[src/rtl/ad5791_pkg.sv]
// Shared constants, state encoding and frame helper for the AD5791 streamer.
package ad5791_pkg;

  localparam int FRAME_W = 24;
  localparam int CODE_W  = FRAME_W - 4;
  localparam int BIT_W   = $clog2(FRAME_W);

  localparam logic [2:0] ADDR_DAC  = 3'b001;
  localparam logic [2:0] ADDR_CTRL = 3'b010;
  localparam logic       RW_WRITE  = 1'b0;

  typedef enum logic [1:0] {
    IDLE,
    SHIFT,
    SYNC_HI
  } state_t;

  // Build one serial frame: {R/W, ADDR[2:0], DATA}
  function automatic logic [FRAME_W-1:0] make_frame(input logic [2:0]        addr,
                                                    input logic [CODE_W-1:0] data);
    return {RW_WRITE, addr, data};
  endfunction

endpackage

[src/rtl/ad5791_sclk_gen.sv]
// SCLK timing for one frame: half-period counter, SCLK level and bit index.
module ad5791_sclk_gen
  import ad5791_pkg::*;
#(
  parameter int SCLK_DIV = 4
) (
  input  logic aclk,
  input  logic aresetn,
  input  logic start,      // frame loaded this cycle
  input  logic en,         // frame is shifting
  output logic half_tick,  // last cycle of the current SCLK half-period
  output logic phase,      // SCLK level: 1 = high half, 0 = low half
  output logic last_bit    // bit 0 is on the wire
);

  localparam int CNT_W = (SCLK_DIV > 1) ? $clog2(SCLK_DIV) : 1;

  logic [CNT_W-1:0] cnt;
  logic [BIT_W-1:0] bit_idx;

  assign half_tick = (cnt == CNT_W'(SCLK_DIV - 1));
  assign last_bit  = (bit_idx == '0);

  // Advance the half-period counter; SCLK toggles and the bit index steps on half ticks
  always_ff @(posedge aclk) begin
    if (!aresetn) begin
      cnt     <= '0;
      phase   <= 1'b1;
      bit_idx <= BIT_W'(FRAME_W - 1);
    end else if (start) begin
      cnt     <= '0;
      phase   <= 1'b1;
      bit_idx <= BIT_W'(FRAME_W - 1);
    end else if (en) begin
      if (half_tick) begin
        cnt   <= '0;
        phase <= ~phase;
        // A bit ends at the close of its low half; SCLK returns high for the next one
        if (!phase && !last_bit) bit_idx <= bit_idx - 1'b1;
      end else begin
        cnt <= cnt + CNT_W'(1);
      end
    end
  end

endmodule

[src/rtl/ad5791_multi_dac_streamer.sv]
// Parallel 24-bit serialiser for NUM_DAC AD5791 DACs sharing SCLK and SYNC.
module ad5791_multi_dac_streamer
  import ad5791_pkg::*;
#(
  parameter int               NUM_DAC   = 4,
  parameter int               DATA_W    = 20,
  parameter int               SCLK_DIV  = 4,
  parameter int               SYNC_HIGH = 4,
  parameter logic [DATA_W-1:0] CTRL_WORD = 20'h00032
) (
  input  logic                      aclk,
  input  logic                      aresetn,
  input  logic [NUM_DAC*DATA_W-1:0] s_data,
  input  logic                      s_valid,
  output logic                      s_ready,
  input  logic                      cfg_req,
  output logic                      PMD_clk,
  output logic                      PMD_sync,
  output logic [NUM_DAC-1:0]        PMD_dac,
  output logic                      busy,
  output logic                      frame_done,
  output logic                      cfg_done
);

  localparam int SH_W = (SYNC_HIGH > 1) ? $clog2(SYNC_HIGH) : 1;

  state_t          state_q, state_n;
  logic            cfg_pend;
  logic            is_ctrl;
  logic            sync_q;
  logic [SH_W-1:0] sh_cnt;
  logic            load_ctrl, load_data, load, frame_end;
  logic            half_tick, phase, last_bit, shift_en;

  ad5791_sclk_gen #(.SCLK_DIV(SCLK_DIV)) u_sclk (
    .aclk      (aclk),
    .aresetn   (aresetn),
    .start     (load),
    .en        (state_q == SHIFT),
    .half_tick (half_tick),
    .phase     (phase),
    .last_bit  (last_bit)
  );

  assign load     = load_ctrl | load_data;
  assign shift_en = (state_q == SHIFT) && half_tick && !phase;
  assign s_ready  = (state_q == IDLE) && !cfg_pend;
  assign busy     = (state_q != IDLE);
  assign PMD_clk  = phase;
  assign PMD_sync = sync_q;

  // Next-state decode: control frames win over data, frame ends on the last low half of bit 0
  always_comb begin
    // NOTE: every combinational output gets a default first so no path can infer a latch.
    state_n   = state_q;
    load_ctrl = 1'b0;
    load_data = 1'b0;
    frame_end = 1'b0;
    case (state_q)
      IDLE: begin
        if (cfg_pend) begin
          load_ctrl = 1'b1;
          state_n   = SHIFT;
        end else if (s_valid) begin
          load_data = 1'b1;
          state_n   = SHIFT;
        end
      end
      SHIFT: begin
        if (shift_en && last_bit) begin
          frame_end = 1'b1;
          state_n   = SYNC_HI;
        end
      end
      SYNC_HI: begin
        if (sh_cnt == SH_W'(SYNC_HIGH - 1)) state_n = IDLE;
      end
      default: state_n = IDLE;
    endcase
  end

  // State register, pending/done flags, SYNC pin and inter-frame gap counter
  always_ff @(posedge aclk) begin
    // NOTE: sequential state uses non-blocking assignments so every register sees pre-edge values.
    if (!aresetn) begin
      state_q    <= IDLE;
      cfg_pend   <= 1'b1;
      is_ctrl    <= 1'b0;
      cfg_done   <= 1'b0;
      frame_done <= 1'b0;
      sync_q     <= 1'b1;
      sh_cnt     <= '0;
    end else begin
      state_q    <= state_n;
      // A request arriving while a control frame loads is kept for another round
      cfg_pend   <= cfg_req | (cfg_pend & ~load_ctrl);
      frame_done <= frame_end;
      if (load) is_ctrl <= load_ctrl;
      if (frame_end && is_ctrl) cfg_done <= 1'b1;
      if (load)           sync_q <= 1'b0;
      else if (frame_end) sync_q <= 1'b1;
      if (frame_end)               sh_cnt <= '0;
      else if (state_q == SYNC_HI) sh_cnt <= sh_cnt + SH_W'(1);
    end
  end

  for (genvar k = 0; k < NUM_DAC; k++) begin : g_lane
    logic [FRAME_W-1:0] sr;

    // Lane shift register: MSB drives SDIN; zeros shift in so the pin idles low after bit 0
    always_ff @(posedge aclk) begin
      // NOTE: the shift register is reset because its MSB is a pad and must idle low.
      if (!aresetn)       sr <= '0;
      else if (load_ctrl) sr <= make_frame(ADDR_CTRL, CTRL_WORD);
      else if (load_data) sr <= make_frame(ADDR_DAC, s_data[k*DATA_W +: DATA_W]);
      else if (shift_en)  sr <= {sr[FRAME_W-2:0], 1'b0};
    end

    assign PMD_dac[k] = sr[FRAME_W-1];
  end

endmodule

[config.mk]
export PLATFORM = sky130hd
export DESIGN_NAME = ad5791_multi_dac_streamer
export DESIGN_NICKNAME = d
export VERILOG_FILES = /design/src/rtl/ad5791_pkg.sv /design/src/rtl/ad5791_sclk_gen.sv /design/src/rtl/ad5791_multi_dac_streamer.sv
export SDC_FILE = /design/constraint.sdc
export NUM_CORES = 1
export LEC_CHECK = 0
export ABC_AREA = 1
export ABC_CLOCK_PERIOD_IN_PS = 1600
export CAP_MARGIN = 10
export CORE_MARGIN = 1
export CORE_UTILIZATION = 46
export DETAILED_ROUTE_END_ITERATION = 10
export PLACE_DENSITY_LB_ADDON = 0.15
export SLEW_MARGIN = 25
export SYNTH_ARGS = -nofsm -noshare
export SYNTH_HDL_FRONTEND = slang
export SYNTH_SLANG_ARGS = --single-unit
export TNS_END_PERCENT = 10
[constraint.sdc]
create_clock -name aclk -period 1.6 [get_ports aclk]
set_input_delay 0.32 -clock aclk [delete_from_list [all_inputs] [get_ports aclk]]
set_output_delay 0.32 -clock aclk [all_outputs]
set_load 0.02 [all_outputs]
* Word level (Yosys, flattened, before mapping)
Cells that the tools add are included.
W data, S select, Z words.
** Operators by class
- Add/subtract/negate cells :: 3
- $mul :: 0
- Div/mod/pow operators :: 0
- Order comparisons :: 0
- Equality and inequality tests :: 7
- Shift-type cells :: 0
- Multiplexer cells :: 27
- Bitwise logic cells :: 6
- Reductions and logical operators :: 22
** Operators by type and width (number)
- $mux W22 :: 12
- $mux W2 :: 5
- $mux W1 :: 9
- $eq A2 B2 Y1 const B :: 3
- $logic_and A1 B1 Y1 :: 6
- $pmux W2 S3 :: 1
- $reduce_and A3 Y1 :: 2
- $reduce_bool A2 Y1 :: 3
- $reduce_or A2 Y1 :: 3
- $logic_not A5 Y1 :: 1
- $sub A5 B1 Y5 const B :: 1
- $add A2 B1 Y2 const B :: 2
- $ne A2 B2 Y1 const B :: 2
- $logic_not A1 Y1 :: 3
- $ne A3 B3 Y1 const B :: 1
- $not A1 Y1 :: 3
- $reduce_bool A3 Y1 :: 1
- $reduce_or A3 Y1 :: 1
- $eq A2 B1 Y1 const B :: 1
- $logic_not A2 Y1 :: 1
- $or A1 B1 Y1 :: 2
- $reduce_and A2 Y1 :: 1
- $and A1 B1 Y1 :: 1
** Word-level totals
- Register bits :: 113
- Bits in latches :: 0
- Bits in writable memories :: 0
- Bits in read-only memories :: 0
- Bits of input ports :: 84
- Output and inout port bits :: 10
- Logic and storage cells :: 87
- Memories kept :: 0

* Logic depth before layout (Yosys ltp)
- Depth after elaboration :: 8
- Depth in mapped cells :: 9

* Cells and area by module
A second synthesis with hierarchy kept.
** Unflattened totals
- Cells, all modules :: 818
- Area, all modules :: 5336.4 um2
** Modules (own cells, without submodules)
- ad5791_multi_dac_streamer :: times used 1, cells an instance 759, area each 4917.2 um2
- ad5791_sclk_gen :: times used 1, cells an instance 59, area each 419.2 um2

* Worst setup path after synthesis
No wires, ideal clock.
- Path type :: flip-flop to output port
- Start point :: reg state_q[1]
- End point :: out s_ready
- Data arrival time :: 1.288 ns
- Data required time :: 1.280 ns
- Slack :: -0.008 ns
- Cell stages (with the launch flop) :: 6
- Buffers on the path :: 2
- Cells stage by stage :: dfxtp_1 nor2_1 buf_4 buf_4 inv_1 nor2_1
** On the way
- Word-level cells in the longest chain between the ends :: 2
** RTL lines
- from (decl) :: RTL line ad5791_multi_dac_streamer.sv:27 : state_t state_q, state_n;
- from (signal assigned) :: RTL line ad5791_multi_dac_streamer.sv:94 : state_q <= state_n;
- $logic_not A2 Y1 :: RTL line ad5791_multi_dac_streamer.sv:47 : assign s_ready = (state_q == IDLE) && !cfg_pend;
- $logic_and A1 B1 Y1 :: RTL line ad5791_multi_dac_streamer.sv:47
- to (decl) :: RTL line ad5791_multi_dac_streamer.sv:15 : output logic s_ready,
Every way passes these cells.

* Final worst setup path
- Start point :: reg state_q[1]
- End point :: out busy
** On the way
- Word-level cells in the longest chain between the ends :: 1
** RTL lines
- $reduce_bool A2 Y1 :: RTL line ad5791_multi_dac_streamer.sv:48 : assign busy = (state_q != IDLE);
- to (decl) :: RTL line ad5791_multi_dac_streamer.sv:20 : output logic busy,
Every way passes these cells.

==> impl_metrics.csv <==
group,metric,value,unit
placement,place_congestion,0.7566,
sta,grt_setup_unrepaired,"yes",
worst_setup_path,critPathLaunchType,"register",
worst_setup_path,cp-end-kind,"output port",
worst_setup_path,crit_path_max_fanout,2,
finish,fin_area,6897,um2
finish,antenna_cells,0,
detailed_routing,drt_iter0_drc,253,
global_route,grt_pass1_vias,4662,
power,pwr-share-comb,0.098,
yosys,synthTopCellsByArea,"dfxtp_1 45%, a21oi_1 15%, nand3_1 11%, nand2_1 7.6%, inv_1 6.8%",
min_path,hp-class,"input pin to register",
sta,clock-skew-final,0.007177,ns
power,ir_drop,768.7,uV
placement,placed_area,6296,um2
cts,clock_path_buffers,2,
cts,cts_tree,"done",
run,drv_cap,0,
worst_setup_path,critical_path.most_common_cell,"buf_6",
finish,instances_no_fill,974,
finish,syn_to_final_growth,36.03,%
worst_setup_path,crit_type,"register to output port",
floorplan,ioPinCount,94,
cts,cts_max_level,4,
global_route,grt_start_max_net_pins,42,
sta,finalMaxSlewViolations,0,
global_route,overflow,0,
cts,cts_hold_buf,0,
cts,cts_root_buf,"clkbuf_8",
sta,tightestPinTransition,0.2977,ns
cts,clkTransAtPathRegs,0.06,ns
yosys,ys_types,22,
floorplan,die_h,107.0,um
cts,clock_latency,0.51,ns
worst_setup_path,timing.critical_path.arrival,1.26,ns
yosys,synth_edf_count,0,
worst_setup_path,path_cells,"nor2_4 > inv_2 > buf_6 > buf_6",
placement,place_hpwl,8432,um
detailed_routing,wirelength,12530,um
global_route,grt_usage,0.2291,
cts,cts_buffers,17,
sta,slew_headroom,0.8013,
detailed_routing,via_per_inst,5.168,
global_route,antenna_found_initial,0,
floorplan,core.rowCount,37,
yosys,syn_nets,820,
power,seq_power_share,0.403,
yosys,async_flop_share,0,
detailed_routing,drc,0,
yosys,synth_seq_cells,113,
placement,portBuffers,93,
sta,final.min_clock_period,1.584,ns
yosys,synth_top_area_cell,"dfxtp_1",
worst_setup_path,slowest_delay,0.34,ns
yosys,syn_area_per_cell,6.917,um2
outcome,outcome,"completed",
global_route,grt_pass1_wl,20710,um
detailed_routing,vias,5034,
power,switchingPower,1.720,mW
sta,whs,0.3684,ns
placement,place_inst,942,
floorplan,start_util,0.4824,
power,switching_share,0.2368,
power,finalPower,7.262,mW
floorplan,die_w,107.0,um
power,power.density,1053,nW/um2
power,power.share.clock,0.498,
sta,hold_viol,0,
cts,post-cts-setup-buffer-count,0,
yosys,netlist_area,5070,um2
detailed_routing,wire_per_inst,12.86,um
yosys,synthCells,733,
yosys,synth_flop_cell,"dfxtp_1",
finish,nets,912,
power,p_leak,3.029,nW
detailed_routing,ant_nets,0,
yosys,ys_seq_area_frac,0.4462,
worst_setup_path,worstPathRequired,1.28,ns
finish,drive_above_1_share,0.09905,
floorplan,dieArea,11450,um2
sta,fmax,631.4,MHz
floorplan,core-area,10510,um2
yosys,synth_top_area_frac,0.4462,
power,power.internal,5.543,mW
sta,finalCritPeriodShare,0.9899,
worst_setup_path,cp_slowest_cell,"dfxtp_2",
cts,cts_sinks,113,
detailed_routing,dr.pass1.iters,4,
sta,setup_viol,0,
yosys,synth_warnings,0,
==> metal layers <==
layer	track usage	wire [um]
met1	0.2742	5668
met2	0.3922	6057
met3	0.06687	682
met4	0.07534	119
met5	0	0
==> area by class of cell <==
type                            instances  area, um2
Fill cell                             904       3612
Multi-Input combinational cell        473       2228
Sequential cell                       113       2265
Clock inverter                         13      137.6
Clock buffer                           19      441.7
Tap cell                              136      170.2
Timing Repair Buffer                  127       1305
Inverter                               93      349.1
==> layout by cell type (no fill, tap or decap), types with 2 or more instances in the layout <==
master and count:
a21oi_1 150, nand3_1 115, dfxtp_1 111, nand2_1 102, inv_1 91, clkdlybuf4s50_1 83
nor2_1 80, buf_4 23, clkbuf_16 16, buf_12 9, o21ai_0 7, dlygate4sd2_1 7
clkinvlp_4 6, nor2_4 4, ha_1 3, clkbuf_8 3, clkinv_2 3, buf_6 3
inv_2 2, nand2_2 2, nand3b_1 2, clkinv_4 2, bufinv_16 2, dfxtp_2 2
==> cells by family after synthesis <==
group / synth area share
fa+ha+maj: 0.007405
compound gates: 0.1592
simple gates: 0.2621
buf+inv: 0.1217
xor+xnor: 0.003456
flops: 0.4462
==> state kept, by name, indices dropped and copies added, names as in the netlist <==
register        count
state_q             2
u_sclk.bit_idx      5
is_ctrl             1
cfg_done            1
sh_cnt              2
u_sclk.phase        1
g_lane.sr          96
cfg_pend            1
u_sclk.cnt          2
PMD_sync            1
frame_done          1
==> power groups by stage <==
stage / combinational [mW] / clock, mW / sequential, mW
after floorplan: 0.341 / 0 / 2.98
after global placement: 0.694 / 0 / 2.99
after detailed placement: 0.704 / 0 / 2.99
after CTS: 0.705 / 3.67 / 2.93
after global routing: 0.788 / 3.82 / 2.94
final: 0.714 / 3.62 / 2.93
==> metrics by stage <==
stage               setup slack, ns  utilization  setup TNS, ns
finish                      0.01624       0.6563              0
global route               -0.04799       0.6563        -0.1832
CTS                         -0.1684       0.6531        -0.2424
detailed placement          -0.1904       0.5991         -6.880
global placement            -0.1344       0.5991         -5.537
floorplan                   0.07503            -              0
==> final timing paths <==
check	from	endpoint	slack (ns)	cells past startpoint
setup / recovery	state_q[1]	busy	0.02	4
hold / removal	cfg_req	cfg_pend	0.37	3
setup reg to reg	state_q[1]	g_lane[1].sr[13]	0.09	8
hold reg to reg	is_ctrl	cfg_done	0.45	2
==> what timing repair did <==
item	in CTS	in global routing
pin swaps	0	1
setup endpoints to repair	10	41
gates resized for setup	16	15
==> cell usage after synthesis, types with 2 or more instances <==
| master | instances |
|---|---|
| clkbuf_1 | 16 |
| nand3b_1 | 2 |
| a21oi_1 | 150 |
| dfxtp_1 | 113 |
| nor2_1 | 83 |
| buf_2 | 31 |
| nand2_2 | 2 |
| o21ai_0 | 7 |
| nand3_1 | 115 |
| inv_1 | 92 |
| ha_1 | 3 |
| nand2_1 | 103 |
| buf_4 | 7 |
==> worst max-delay path: cells and delay by family, from the launching register on <==
| family | cells | cell delay (ns) |
|---|---|---|
| flops | 1 | 0.34 |
| buf+inv | 3 | 0.29 |
| simple gates | 1 | 0.12 |
(Power assumes the default switching activity.)
